File: src/rtl/pipe_skid_reg_pkg.sv
// Shared Y86 encodings and occupancy states for the skid pipeline register.
package pipe_skid_reg_pkg;

  localparam logic [3:0] INOP  = 4'h1;
  localparam logic [3:0] FNONE = 4'h0;
  // icode:ifun of a nop, presented downstream when a stage is squashed
  localparam logic [7:0] NOP_WORD = {INOP, FNONE};

  typedef enum logic [1:0] {
    OCC_EMPTY = 2'd0,
    OCC_ONE   = 2'd1,
    OCC_FULL  = 2'd2
  } occ_t;

endpackage

File: src/rtl/pipe_skid_reg_cenrreg.sv
// Clock-enabled register with a synchronous reset to a caller-supplied value.
module pipe_skid_reg_cenrreg #(
  parameter int WIDTH = 8
) (
  input  logic             clock,
  input  logic             reset,
  input  logic             enable,
  input  logic [WIDTH-1:0] resetval,
  input  logic [WIDTH-1:0] d,
  output logic [WIDTH-1:0] q
);

  always_ff @(posedge clock) begin
    if (reset)       q <= resetval;
    else if (enable) q <= d;
  end

endmodule

File: src/rtl/pipe_skid_reg.sv
// Pipeline-stage register with valid/ready handshake, 2-entry skid buffer and bubble squash.
// Handshake: a word moves when valid & ready are both high at a rising edge; in_ready is a flop.
module pipe_skid_reg
  import pipe_skid_reg_pkg::*;
#(
  parameter int               WIDTH      = 8,
  parameter logic [WIDTH-1:0] RESET_VAL  = '0,
  parameter logic [WIDTH-1:0] BUBBLE_VAL = WIDTH'(NOP_WORD)
) (
  input  logic             clock,
  input  logic             reset,
  input  logic [WIDTH-1:0] in_data,
  input  logic             in_valid,
  output logic             in_ready,
  output logic [WIDTH-1:0] out_data,
  output logic             out_valid,
  input  logic             out_ready,
  input  logic             bubble,
  output logic [1:0]       count
);

  occ_t             occ;
  logic             out_valid_q;
  logic             in_ready_q;
  logic             accept;
  logic             drain;
  logic             main_en;
  logic             skid_en;
  logic [WIDTH-1:0] main_d;
  logic [WIDTH-1:0] skid_q;
  logic [WIDTH-1:0] main_resetval;
  logic             squash;

  assign accept        = in_valid & in_ready_q;
  assign drain         = out_valid_q & out_ready;
  assign squash        = reset | bubble;
  assign main_resetval = reset ? RESET_VAL : BUBBLE_VAL;

  always_comb begin
    main_en = 1'b0;
    skid_en = 1'b0;
    main_d  = in_data;
    case (occ)
      OCC_EMPTY: main_en = accept;
      OCC_ONE: begin
        main_en = accept & drain;
        skid_en = accept & ~drain;
      end
      OCC_FULL: begin
        main_en = drain;
        main_d  = skid_q;
      end
      default: ;
    endcase
  end

  pipe_skid_reg_cenrreg #(.WIDTH(WIDTH)) u_main (
    .clock    (clock),
    .reset    (squash),
    .enable   (main_en),
    .resetval (main_resetval),
    .d        (main_d),
    .q        (out_data)
  );

  pipe_skid_reg_cenrreg #(.WIDTH(WIDTH)) u_skid (
    .clock    (clock),
    .reset    (squash),
    .enable   (skid_en),
    .resetval ('0),
    .d        (in_data),
    .q        (skid_q)
  );

  // Occupancy FSM; out_valid and in_ready are registered alongside the state.
  always_ff @(posedge clock) begin
    if (squash) begin
      occ         <= OCC_EMPTY;
      out_valid_q <= 1'b0;
      in_ready_q  <= 1'b1;
    end else begin
      case (occ)
        OCC_EMPTY: if (accept) begin
          occ         <= OCC_ONE;
          out_valid_q <= 1'b1;
        end
        OCC_ONE: begin
          if (accept && !drain) begin
            occ        <= OCC_FULL;
            in_ready_q <= 1'b0;
          end else if (drain && !accept) begin
            occ         <= OCC_EMPTY;
            out_valid_q <= 1'b0;
          end
        end
        OCC_FULL: if (drain) begin
          occ        <= OCC_ONE;
          in_ready_q <= 1'b1;
        end
        default: begin
          occ         <= OCC_EMPTY;
          out_valid_q <= 1'b0;
          in_ready_q  <= 1'b1;
        end
      endcase
    end
  end

  always_ff @(posedge clock) begin
    if (!squash) assert (!(accept && occ == OCC_FULL));
  end

  assign out_valid = out_valid_q;
  assign in_ready  = in_ready_q;
  assign count     = occ;

endmodule
File: config.mk
export PLATFORM = sky130hd
export DESIGN_NAME = pipe_skid_reg
export DESIGN_NICKNAME = d
export VERILOG_FILES = /design/src/rtl/pipe_skid_reg_pkg.sv /design/src/rtl/pipe_skid_reg_cenrreg.sv /design/src/rtl/pipe_skid_reg.sv
export SDC_FILE = /design/constraint.sdc
export NUM_CORES = 1
export LEC_CHECK = 0
export ABC_CLOCK_PERIOD_IN_PS = 1870
export BUFFER_PORTS_ARGS = -buffer_cell sky130_fd_sc_hd__buf_2
export CAP_MARGIN = 30
export CORE_MARGIN = 5
export CORE_UTILIZATION = 30
export CTS_CLUSTER_DIAMETER = 100
export CTS_CLUSTER_SIZE = 20
export DETAILED_ROUTE_END_ITERATION = 16
export SLEW_MARGIN = 20
export SYNTH_ARGS = -nofsm -noshare
export SYNTH_HDL_FRONTEND = slang
export SYNTH_SLANG_ARGS = --single-unit
File: constraint.sdc
create_clock -name clock -period 1.87 [get_ports clock]
set_input_delay 0.187 -clock clock [delete_from_list [all_inputs] [get_ports clock]]
set_output_delay 0.187 -clock clock [all_outputs]
set_load 0.02 [all_outputs]
==> summary.txt <==
CTS
  – Clock root cell: clkbuf_4
  – CTS tree: yes
  – CTS buffer count: 3
  – CTS clk-pin slew, worst paths: around 0.12 ns
  – Clock Latency Late Sink: 0.30 ns
  – Number of setup buffers added after CTS: 0
  – # resized after CTS: 0
  – # hold bufs at CTS: 0
  – CTS H-tree depth: 1
  – Maximum root-to-sink buffer count: 2
  – Clock sinks: 20

Timing
  – Final period util: between 80% and 90%
  – Final TNS setup: 0 ns
  – Setup ws final: between 0.2 and 0.25 ns
  – Fmax: 0.615 GHz
  – Final setup fails: 0
  – Minimum clock period: ~1.6 ns
  – Worst clock skew: 0.0159 ns
  – Final hold slack: between 0.1 and 0.15 ns
  – Slew Limit Fails: 0
  – Final hold vios: 0
  – RSZ-0062 raised after global routing: no
  – Tightest Pin Transition: about 0.37 ns
  – Max-slew headroom: 75.2%

Power
  – Clk pwr share: approximately a quarter
  – Combinational share of power: around 14%
  – Worst vdd ir: about 220 µV
  – Sequential share of power: about three fifths
  – Pint: a little under 0.0006 W
  – Switch share: between 20% and 30%
  – Pwr dens: just over 700 nW/µm²
  – Leak: between 0.4 and 0.5 nW
  – Psw: around 0.00021 W

Place
  – Port Buffer Count: 24
  – Gpl congestion: about 0.76
  – Detailed placer's ending HPWL: 1530 µm
  – DP Worst Slack: ~0.25 ns
  – DP Cell Count: about 170

Setup path
  – CP cell instances: and3b_1 > a31oi_1 > o221ai_1 > buf_4
  – CP bufs+invs: 1
  – Slowest CP cell: and3b_1
  – Crit path max-delay family: simple AND/OR/NAND/NOR gates
  – Worst reg2reg startpoint: count[1]$_SDFFE_PP0P_
  – CP required: about 1.9 ns
  – Setup CP Type: reg2reg
  – CP Launch Type: flop
  – Critical Path AT: approximately 1.6 ns
  – CP Capture Type: flop
  – Worst setup startpoint: count[1]$_SDFFE_PP0P_
  – Crit-path max FO: 11
  – Crit-path max cell delay: between 0.4 and 0.5 ns

Logic synthesis
  – Synth cell types: 28
  – Post-synthesis sequential area ratio: approximately half
  – Mapped Nets: between 100 and 150
  – Yosys reg bits: 20
  – Synthesized area: ~950 µm²
  – Cells after Synth: 102
  – Mean Syn Cell Area: 9.33 µm²
  – Yosys warnings: 0

Cells and area
  – Nets: 139
  – Fill cell count: approximately 350
  – Post-route insts no fill: 169
  – Multi-input logic area: between 400 and 500 µm²
  – Synth-to-Final Area Change: 16.8%
  – # diodes: 0
  – Reg area: 480 µm²
  – Fraction of layout cells with a size suffix above 1: about a quarter

Floorplan
  – Full die area: 4400 µm²
  – Die height: ~66 µm
  – Ports: 25
  – CORE AREA: just over 3000 µm²
  – Die X-Extent: 66.3 µm
  – Rows: 20
  – Starting Density: a little under a third

Route
  – Routed len/inst: 12.4 µm
  – Via density: 4.75
  – DR iter-0 viols: 43
  – Routed WL: between 2000 and 2500 µm
  – Drt first pass iters: 4
  – Via count: approximately 800
  – Antenna violation net count after detailed routing: 0
  – DRC violation count after routing: 0

GRT
  – Overall fraction of global-route tracks in use: between 10 and 15%
  – Overflow after GRT: 0
  – First-pass GRT wire length: around 3500 µm
  – Vias in the first global route: around 760
  – Largest net degree at the start of global routing: 18
  – Initial antenna violation count: 0

Hold path
  – Hold Crit Class: in2reg
  – Hold Path Origin: in_data[1]

Outcome
  – Status: finished, final reports clean

Job
  – Max Cap Viol: 0
[state kept, by name, summed over array words and instances, names as in the netlist]
name,flops
u_main.q,8
u_skid.q,8
count,2
in_ready,1
out_valid,1
[tightest hold or removal path, delay by kind of cell]
family                 cells  cell delay [ns]
buffers and inverters      1             0.10
AND/OR/NAND/NOR            1             0.06
AO/OA/AOI/OAI              1             0.05
[cell usage in the layout, fill, tap and decap left out, types with 2 or more instances in the layout]
cell      Yosys  layout
buf_2         3      24
nand2_1      18      18
a21oi_1      17      17
dfxtp_1      12      12
o21ai_0       9       9
nand3_1       8       8
edfxtp_1      8       8
clkbuf_4      0       3
a31oi_1       2       2
nor2_1        2       2
inv_1         2       2
a21o_1        2       2
buf_4         1       2
[synthesized netlist by cell type]
master     n  share of area, %
a211o_1    1              0.92
a21bo_1    1               1.1
a21boi_2   1               1.2
a21o_1     2               1.6
a21oi_1   17               8.9
a22oi_1    1              0.79
a31oi_1    2               1.3
and2b_1    1              0.79
and3b_1    1              0.92
and4_1     1              0.92
buf_2      3               1.6
buf_4      1              0.79
buf_6      3               3.5
dfxtp_1   12                25
edfxtp_1   8                25
inv_1      2              0.79
nand2_1   18               7.1
nand2b_1   1              0.66
nand3_1    8               4.2
nand3b_1   1              0.79
nand3b_4   1               2.1
nand4_1    1              0.66
nor2_1     2              0.79
nor3b_2    1               1.3
o21ai_0    9               4.7
o21ai_1    1              0.53
o221ai_1   1              0.92
or2_2      1              0.66
[final cells by class]
type,count,share of cell area (%)
flip-flops and latches,20,43.2
multi-input cells,73,36.7
repair buffers,26,12.1
well taps,44,4.95
clock buffers,3,2.02
inverters,2,0.675
clock inverters,1,0.337
[kinds of logic (layout without fill, tap and decap cells)]
| logic type | after synthesis | in the layout | share of synthesized area [%] |
|---|---|---|---|
| AOI/OAI and AO/OA | 36 | 36 | 21.9 |
| and+or+nand+nor | 37 | 37 | 20.9 |
| DFF | 20 | 20 | 50.5 |
| buffers and inverters | 9 | 32 | 6.70 |
[worst paths after layout]
kind                            depth (start not counted)                        end  slack (ns)
worst max-delay path                                    4  u_main.q[5]$_SDFFCE_PP0P_        0.24
worst min-delay path                                    3   u_skid.q[1]$_SDFFE_PP0P_        0.14
worst max register to register                          4  u_main.q[5]$_SDFFCE_PP0P_        0.24
worst min register to register                          2   u_skid.q[5]$_SDFFE_PP0P_        0.48
[power groups by stage]
stage	sequential, W	combinational (W)	clock [W]
finish	0.000482	0.000116	0.000208
global route	0.000484	0.000127	0.000238
CTS	0.000482	0.000117	0.000215
detailed placement	0.000492	0.000116	0
global placement	0.000491	0.000115	0
floorplan	0.000513	0.0000557	0
[per-stage QoR]
| step | cell area (µm²) | total power, W | utilization [%] |
|---|---|---|---|
| 6_report | 1110 | 0.000806 | 36.4 |
| 5_1_grt | 1110 | 0.000849 | 36.4 |
| 4_1_cts | 1110 | 0.000814 | 36.4 |
| 3_5_place_dp | 1090 | 0.000608 | 35.6 |
| 3_3_place_gp | 1090 | 0.000607 | 35.6 |
| 2_1_floorplan | 952 | 0.000569 | - |
[routing by layer]
metal  global-route usage [%]  up-vias  routed length [µm]
met5                        0        -                   0
met4                     3.05        0                  12
met2                     17.2       16                 998
li1                         -      412                   -
met1                     12.7      372                 955
met3                     2.89        2                 131
Power figures use the tool's default switching activity.
